`src/rtl/usr_pkg.sv`:
```
// usr_pkg: shared select, direction and state encodings for the universal shift register.
package usr_pkg;
    localparam logic [1:0] SEL_HOLD = 2'b00;
    localparam logic [1:0] SEL_SHR  = 2'b01;
    localparam logic [1:0] SEL_SHL  = 2'b10;
    localparam logic [1:0] SEL_LOAD = 2'b11;
    localparam logic DIR_RIGHT = 1'b0;
    localparam logic DIR_LEFT  = 1'b1;
    typedef enum logic {ST_IDLE, ST_RUN} state_t;
endpackage

```
`src/rtl/usr_shift_step.sv`:
```
// usr_shift_step: combinational next-value of the register for one hold/shift/load operation.
module usr_shift_step
    import usr_pkg::*;
#(
    parameter int WIDTH = 8
) (
    input  logic [WIDTH-1:0] q_i,
    input  logic [1:0]       op_i,
    input  logic             rotate_i,
    input  logic             si_msb_i,
    input  logic             si_lsb_i,
    input  logic [WIDTH-1:0] d_in_i,
    output logic [WIDTH-1:0] q_o
);
    logic fill_r, fill_l;
    always_comb begin
        fill_r = rotate_i ? q_i[0] : si_msb_i;
        fill_l = rotate_i ? q_i[WIDTH-1] : si_lsb_i;
        q_o = op_i == SEL_SHR  ? {fill_r, q_i[WIDTH-1:1]} :
              op_i == SEL_SHL  ? {q_i[WIDTH-2:0], fill_l} :
              op_i == SEL_LOAD ? d_in_i : q_i;
    end
endmodule

```
`src/rtl/usr_nbit_seq.sv`:
```
// usr_nbit_seq: N-bit universal shift register with direct select control
// and an auto-step engine that performs K shifts/rotates per start pulse.
module usr_nbit_seq
    import usr_pkg::*;
#(
    parameter int  WIDTH = 8,
    localparam int AMT_W = $clog2(WIDTH + 1)
) (
    input  logic             clk,
    input  logic             rst,
    input  logic [1:0]       select,
    input  logic             rotate,
    input  logic             si_msb,
    input  logic             si_lsb,
    input  logic [WIDTH-1:0] d_in,
    input  logic             start,
    input  logic             dir,
    input  logic [AMT_W-1:0] amt,
    output logic [WIDTH-1:0] q,
    output logic             so_msb,
    output logic             so_lsb,
    output logic             busy,
    output logic             done
);
    state_t state_q, state_d;
    logic [WIDTH-1:0] q_q, q_d;
    logic [AMT_W-1:0] cnt_q, cnt_d, amt_c;
    logic dir_q, dir_d, rot_q, rot_d, done_q, done_d;
    logic [1:0] op;
    logic rot;
    logic run;

    assign run   = state_q == ST_RUN;
    assign amt_c = amt > AMT_W'(WIDTH) ? AMT_W'(WIDTH) : amt;
    // A start in IDLE only latches the sequence, so the register holds that cycle.
    assign op    = run ? (dir_q == DIR_LEFT ? SEL_SHL : SEL_SHR) : (start ? SEL_HOLD : select);
    assign rot   = run ? rot_q : rotate;

    usr_shift_step #(.WIDTH(WIDTH)) u_step (
        .q_i      (q_q),
        .op_i     (op),
        .rotate_i (rot),
        .si_msb_i (si_msb),
        .si_lsb_i (si_lsb),
        .d_in_i   (d_in),
        .q_o      (q_d)
    );

    always_comb begin
        state_d = state_q;
        cnt_d   = cnt_q;
        dir_d   = dir_q;
        rot_d   = rot_q;
        done_d  = 1'b0;
        if (run) begin
            cnt_d = cnt_q - AMT_W'(1);
            if (cnt_q == AMT_W'(1)) begin
                state_d = ST_IDLE;
                done_d  = 1'b1;
            end
        end else if (start) begin
            dir_d   = dir;
            rot_d   = rotate;
            cnt_d   = amt_c;
            done_d  = amt_c == '0;
            state_d = amt_c == '0 ? ST_IDLE : ST_RUN;
        end
    end

    always_ff @(posedge clk) begin
        if (rst) begin
            state_q <= ST_IDLE;
            q_q     <= '0;
            cnt_q   <= '0;
            dir_q   <= 1'b0;
            rot_q   <= 1'b0;
            done_q  <= 1'b0;
        end else begin
            state_q <= state_d;
            q_q     <= q_d;
            cnt_q   <= cnt_d;
            dir_q   <= dir_d;
            rot_q   <= rot_d;
            done_q  <= done_d;
        end
    end

    assign q      = q_q;
    assign so_msb = q_q[WIDTH-1];
    assign so_lsb = q_q[0];
    assign busy   = run;
    assign done   = done_q;
endmodule

```
`config.mk`:
```
export PLATFORM = sky130hd
export DESIGN_NAME = usr_nbit_seq
export DESIGN_NICKNAME = d
export VERILOG_FILES = /design/src/rtl/usr_pkg.sv /design/src/rtl/usr_shift_step.sv /design/src/rtl/usr_nbit_seq.sv
export SDC_FILE = /design/constraint.sdc
export NUM_CORES = 1
export LEC_CHECK = 0
export BUFFER_PORTS_ARGS = -buffer_cell sky130_fd_sc_hd__buf_2
export CORE_AREA = 2 2 41 58
export CTS_CLUSTER_DIAMETER = 120
export CTS_CLUSTER_SIZE = 24
export DETAILED_ROUTE_END_ITERATION = 8
export DIE_AREA = 0 0 43 60
export PLACE_DENSITY = 0.76
export SYNTH_ARGS = -nofsm -noshare
export SYNTH_HDL_FRONTEND = slang
export SYNTH_SLANG_ARGS = --single-unit
export TNS_END_PERCENT = 50
```
`constraint.sdc`:
```
create_clock -name clk -period 1.99 [get_ports clk]
set_input_delay 0.398 -clock clk [delete_from_list [all_inputs] [get_ports clk]]
set_output_delay 0.398 -clock clk [all_outputs]
set_load 0.01 [all_outputs]
```
==> impl_metrics.ini, run 1 <==
[power]
clkPwrFrac = 0.250
p_int_w = 0.000580
powerDensity_mw_per_mm2 = 703
power_leakage_nw = 0.565
p_switching_w = 0.000276
combPwrFrac = 0.299
p_sw_frac = 0.323
seqPwrFrac = 0.451
total_power_w = 0.000857
vdd_drop_max_uv = 449

[detailed_routing]
drt_wl_total_mm = 2.42
firstDrtPassIters = 4
avgRoutedWirePerCell_um = 13.8
drtIter0Drc = 18
drt.antenna.violating_nets = 0
vias_per_cell = 5.67
drc = 0
num_vias = 992

[yosys]
synthArstFlopShare = 0
synth_compound_area_frac = 0.321
synthXorXnorAreaFrac = 0
syn-cell-area_um2 = 980
synth-simple-area-share = 0.134
ys_seq_area_frac = 0.327
avgSynthCellArea_um2 = 8.37
yosys.area_share.adder = 0.0255
ys_seq_elements = 16
synth_nets = 140
yosysUniqueCellTypes = 29
synth_mux_area_frac = 0.120
synthCells = 117
synth_warnings = 0
synth_top_family_by_area = compound AO/OA/AOI/OAI gates
ys.flop_type = dfxtp_1
synth_edf_count = 0

[clock_network]
cts_hold_buf = 0
insertion_delay_ps = 280
cts_tree = done
post_cts_buffers = 0
clk_transition_reported_paths_ps = 100
cts_resized = 0
cts_made_buffers = 3
clockBufferDepth = 2
clkSinkCount = 16
root_buffer = clkbuf_4
htreeDepth = 1

[floorplanning]
row_count = 20
start_util = 0.466
pin_count = 33
die_y_um = 60
core_area_mm2 = 0.00210
die_width_um = 43
die_area_mm2 = 0.00258

[sta]
finalSetupViolCount = 0
max_freq_mhz = 578
worst_pin_slew_ps = 493
fin_crit_ps = 1730
worst_slew_margin_rel = 0.670
finalClockSkew_ps = 2.34
hold_viol_final = 0
grt_setup_unrepaired = false
drv_slew = 0
final.period_utilization = 0.869
setup_tns_ps = 0
hold_slack_ps = 360

[finish]
antenna_cells = 0
fin_area_mm2 = 0.00122
area_delta_synth_final_pct = 24.4
final_cells = 175
layout.nets = 177
mostFrequentLayoutCells = buf_2, nor2_1, dfxtp_1, nand2_1, o21ai_0
nFillCells = 208
mostFrequentLayoutCell = buf_2
drive_gt1_frac = 0.340

[worst_setup_path]
critPathSlowestCell = dfxtp_1
cp_common_cell = buf_4
crit_type = register to register
critPathMaxFanout = 10
path_buf_inv = 2
max_stage_delay_ps = 430
worstPathArrival_ps = 1890
cp-start-kind = register
endpoint_kind = register
cp_cell_sequence = buf_4 -> o41ai_4 -> buf_4 -> mux2_1 -> nand2_1 -> a211oi_2
crit_family = flip-flops
crit_required_ps = 2160

[run_status]
outcome = finished, final reports clean

[placed_design]
hpwl_mm = 1.88
place_congestion = 0.828
port_buffers = 32
dp.cells = 171
post_dp_cell_area_mm2 = 0.00118

[grt]
overflow = 0
grt_pass1_vias = 924
grt_pass1_wl_mm = 3.86
antenna_found_initial = 0
grt_max_degree = 17
track_usage = 0.194

[hold_path]
hp-class = input pin to register

[run]
max_cap_violations = 0
==> final timing paths <==
kind / from / endpoint / slack (ps) / cells after the start
worst max-delay path: busy$_SDFF_PP0_ / q[4]$_SDFFE_PP0P_ / 260 / 6
worst min-delay path: dir / dir_q$_SDFFE_PP0P_ / 360 / 3
worst max register to register: busy$_SDFF_PP0_ / q[4]$_SDFFE_PP0P_ / 260 / 6
worst min register to register: cnt_q[3]$_SDFFE_PP0P_ / cnt_q[3]$_SDFFE_PP0P_ / 500 / 2
==> cells by family (layout without fill, tap and decap cells) <==
logic type,count (synthesis),after routing
flip-flops,16,16
multiplexers,11,11
buffers and inverters,16,52
AO/OA/AOI/OAI,40,40
AND/OR/NAND/NOR,32,32
adder cells (fa/ha/maj),2,2
==> state kept, by name, indices dropped and copies added, names as in the netlist <==
signal,flops
cnt_q,4
done,1
rot_q,1
busy,1
dir_q,1
q,8
==> area by class of cell <==
class / count / area (µm²) / share of cell area
multi-input combinational: 85 / 588 / 0.483
sequential: 16 / 320 / 0.263
inverter: 9 / 33.8 / 0.0277
tap: 22 / 27.5 / 0.0226
clock buffer: 4 / 36.3 / 0.0298
timing repair buffer: 39 / 213 / 0.175
==> metrics by stage <==
step,setup slack (ps),utilization
4_1_cts,272,0.580
6_report,261,0.580
5_1_grt,152,0.580
2_1_floorplan,297,-
3_5_place_dp,242,0.563
3_3_place_gp,279,0.563
==> synth_stat cells (2+ instances only) <==
cell type	n	area [µm²]
a211oi_1	4	30.0
a211oi_2	6	75.1
a21boi_0	2	15.0
a21oi_1	7	35.0
a32oi_1	2	17.5
buf_2	3	15.0
buf_4	2	15.0
clkbuf_1	2	7.51
dfxtp_1	16	320
ha_1	2	25.0
inv_1	8	30.0
mux2_1	6	67.6
mux2i_1	5	50.1
nand2_1	11	41.3
nor2_1	17	63.8
o21ai_0	9	45.0
o22ai_1	3	18.8
==> per-layer routing <==
layer | GRT usage | part of all wire
met2 | 0.355 | 0.52
met3 | 0.0181 | 0.049
met5 | 0 | 0
met4 | 0.0952 | 0.021
met1 | 0.224 | 0.41
==> worst min-delay path, stage by stage <==
cell     delay, ps
buf_2           80
mux2i_1         60
nor2_1          70
==> power by group through the flow <==
stage	Combinational [W]	Sequential (W)	Clock, W
floorplan	0.000161	0.000394	0
CTS	0.000257	0.000386	0.000223
detailed placement	0.000256	0.000394	0
global placement	0.000244	0.000392	0
global route	0.000284	0.000393	0.000234
finish	0.000256	0.000386	0.000214
Note: power is estimated with default switching activity, not from simulation.
==> inputs of run 2 (changes only) <==
REMOVE_ABC_BUFFERS = 1   (was unset)
==> impl_metrics.ini, run 2 (same netlist as run 1, synthesis figures left out) <==
[run_status]
outcome = finished, final reports clean

[clock_network]
root_buffer = clkbuf_4
htreeDepth = 1
cts_hold_buf = 0
cts_made_buffers = 3
post_cts_buffers = 0
clkSinkCount = 16
clockBufferDepth = 2
clk_transition_reported_paths_ps = 100
insertion_delay_ps = 290
cts_resized = 0
cts_tree = done

[power]
powerDensity_mw_per_mm2 = 709
power_leakage_nw = 0.546
vdd_drop_max_uv = 331
p_switching_w = 0.000271
seqPwrFrac = 0.460
p_int_w = 0.000571
p_sw_frac = 0.322
clkPwrFrac = 0.255
combPwrFrac = 0.285

[floorplanning]
die_area_mm2 = 0.00258
pin_count = 33
die_y_um = 60
start_util = 0.466
row_count = 20
core_area_mm2 = 0.00210
die_width_um = 43

[worst_setup_path]
worstPathArrival_ps = 1910
crit_required_ps = 2200
crit_type = register to register
path_depth = 4
critPathMaxFanout = 9
rr_startpoint = busy$_SDFF_PP0_
crit_family = compound AO/OA/AOI/OAI gates
r2r_slack_ps = 290
cp-start-kind = register
path_buf_inv = 0
endpoint_kind = register
cp_cell_sequence = nor2_1 -> a32oi_2 -> o211ai_1 -> a211oi_1
worstRegToRegCells = 4
critPathSlowestCell = dfxtp_1
r2r_end = q[0]$_SDFFE_PP0P_
max_stage_delay_ps = 580

[sta]
setup_tns_ps = 0
finalClockSkew_ps = 11.6
final.period_utilization = 0.853
worst_slew_margin_rel = 0.535
hold_slack_ps = 355
grt_setup_unrepaired = false
max_freq_mhz = 589
drv_slew = 0
worst_pin_slew_ps = 693
hold_viol_final = 0
finalSetupViolCount = 0
fin_crit_ps = 1700

[hold_path]
hp-class = input pin to register
min_path_cells = 3
min_from = dir
min_to = dir_q$_SDFFE_PP0P_

[grt]
grt_max_degree = 17
grt_pass1_vias = 934
antenna_found_initial = 0
grt_pass1_wl_mm = 3.80
overflow = 0
track_usage = 0.190

[detailed_routing]
drt_wl_total_mm = 2.28
drc = 0
vias_per_cell = 5.73
drtIter0Drc = 32
avgRoutedWirePerCell_um = 13.3
drt.antenna.violating_nets = 0
num_vias = 980
firstDrtPassIters = 4

[finish]
antenna_cells = 0
mostFrequentLayoutCell = buf_2
drive_gt1_frac = 0.322
nFillCells = 209
mostFrequentLayoutCells = buf_2, nor2_1, dfxtp_1, nand2_1, o21ai_0
area_delta_synth_final_pct = 21.3
layout.nets = 173
fin_area_mm2 = 0.00119
largest_reg_flops = 8

[placed_design]
hpwl_mm = 1.78
place_congestion = 0.852
post_dp_cell_area_mm2 = 0.00115
port_buffers = 32

[run]
max_cap_violations = 0
run 2: cell count changes in the layout (fill, tap and decap cells not counted), sizes merged:
cell,previous run,this run
buf,39,35
run 2: per-stage QoR:
step | worst slack (ps) | instances | total power [W] | util
5_1_grt | 132 | 171 | 0.000892 | 0.565
2_1_floorplan | 349 | 110 | 0.000538 | -
6_report | 293 | 171 | 0.000843 | 0.565
3_3_place_gp | 282 | 167 | 0.000626 | 0.548
4_1_cts | 270 | 171 | 0.000848 | 0.565
3_5_place_dp | 249 | 167 | 0.000635 | 0.548
run 2: final cells by class:
cell class                 count  area, µm²  area share
multi-input combinational     85        588       0.495
sequential                    16        320       0.269
inverter                       9       33.8      0.0284
timing repair buffer          35        183       0.154
clock buffer                   4       36.3      0.0305
tap                           22       27.5      0.0232
run 2: worst reg2reg max path, stage by stage (launching register included):
cell and delay (ps):
dfxtp_1 580, nor2_1 190, a32oi_2 450, o211ai_1 150
a211oi_1 250
run 2: worst max-delay path by stage:
| stage | from | endpoint | slack, ps |
|---|---|---|---|
| after floorplan | busy$_SDFF_PP0_ | q[2]$_SDFFE_PP0P_ | 350 |
| after global placement | select[1] | q[1]$_SDFFE_PP0P_ | 280 |
| after detailed placement | select[1] | q[4]$_SDFFE_PP0P_ | 250 |
| after CTS | busy$_SDFF_PP0_ | q[0]$_SDFFE_PP0P_ | 270 |
| after global routing | busy$_SDFF_PP0_ | q[0]$_SDFFE_PP0P_ | 130 |
| final | busy$_SDFF_PP0_ | q[0]$_SDFFE_PP0P_ | 290 |
run 2: metal layers:
| metal | share of wire | global-route usage |
|---|---|---|
| met1 | 0.42 | 0.218 |
| met2 | 0.51 | 0.353 |
| met3 | 0.065 | 0.0272 |
| met4 | 0.011 | 0.0693 |
| met5 | 0 | 0 |
run 2: power groups by stage:
stage	Clock [W]	Combinational [W]	Sequential, W
finish	0.000215	0.000240	0.000387
global route	0.000230	0.000270	0.000392
CTS	0.000219	0.000242	0.000387
detailed placement	0	0.000241	0.000394
global placement	0	0.000234	0.000392
floorplan	0	0.000135	0.000403
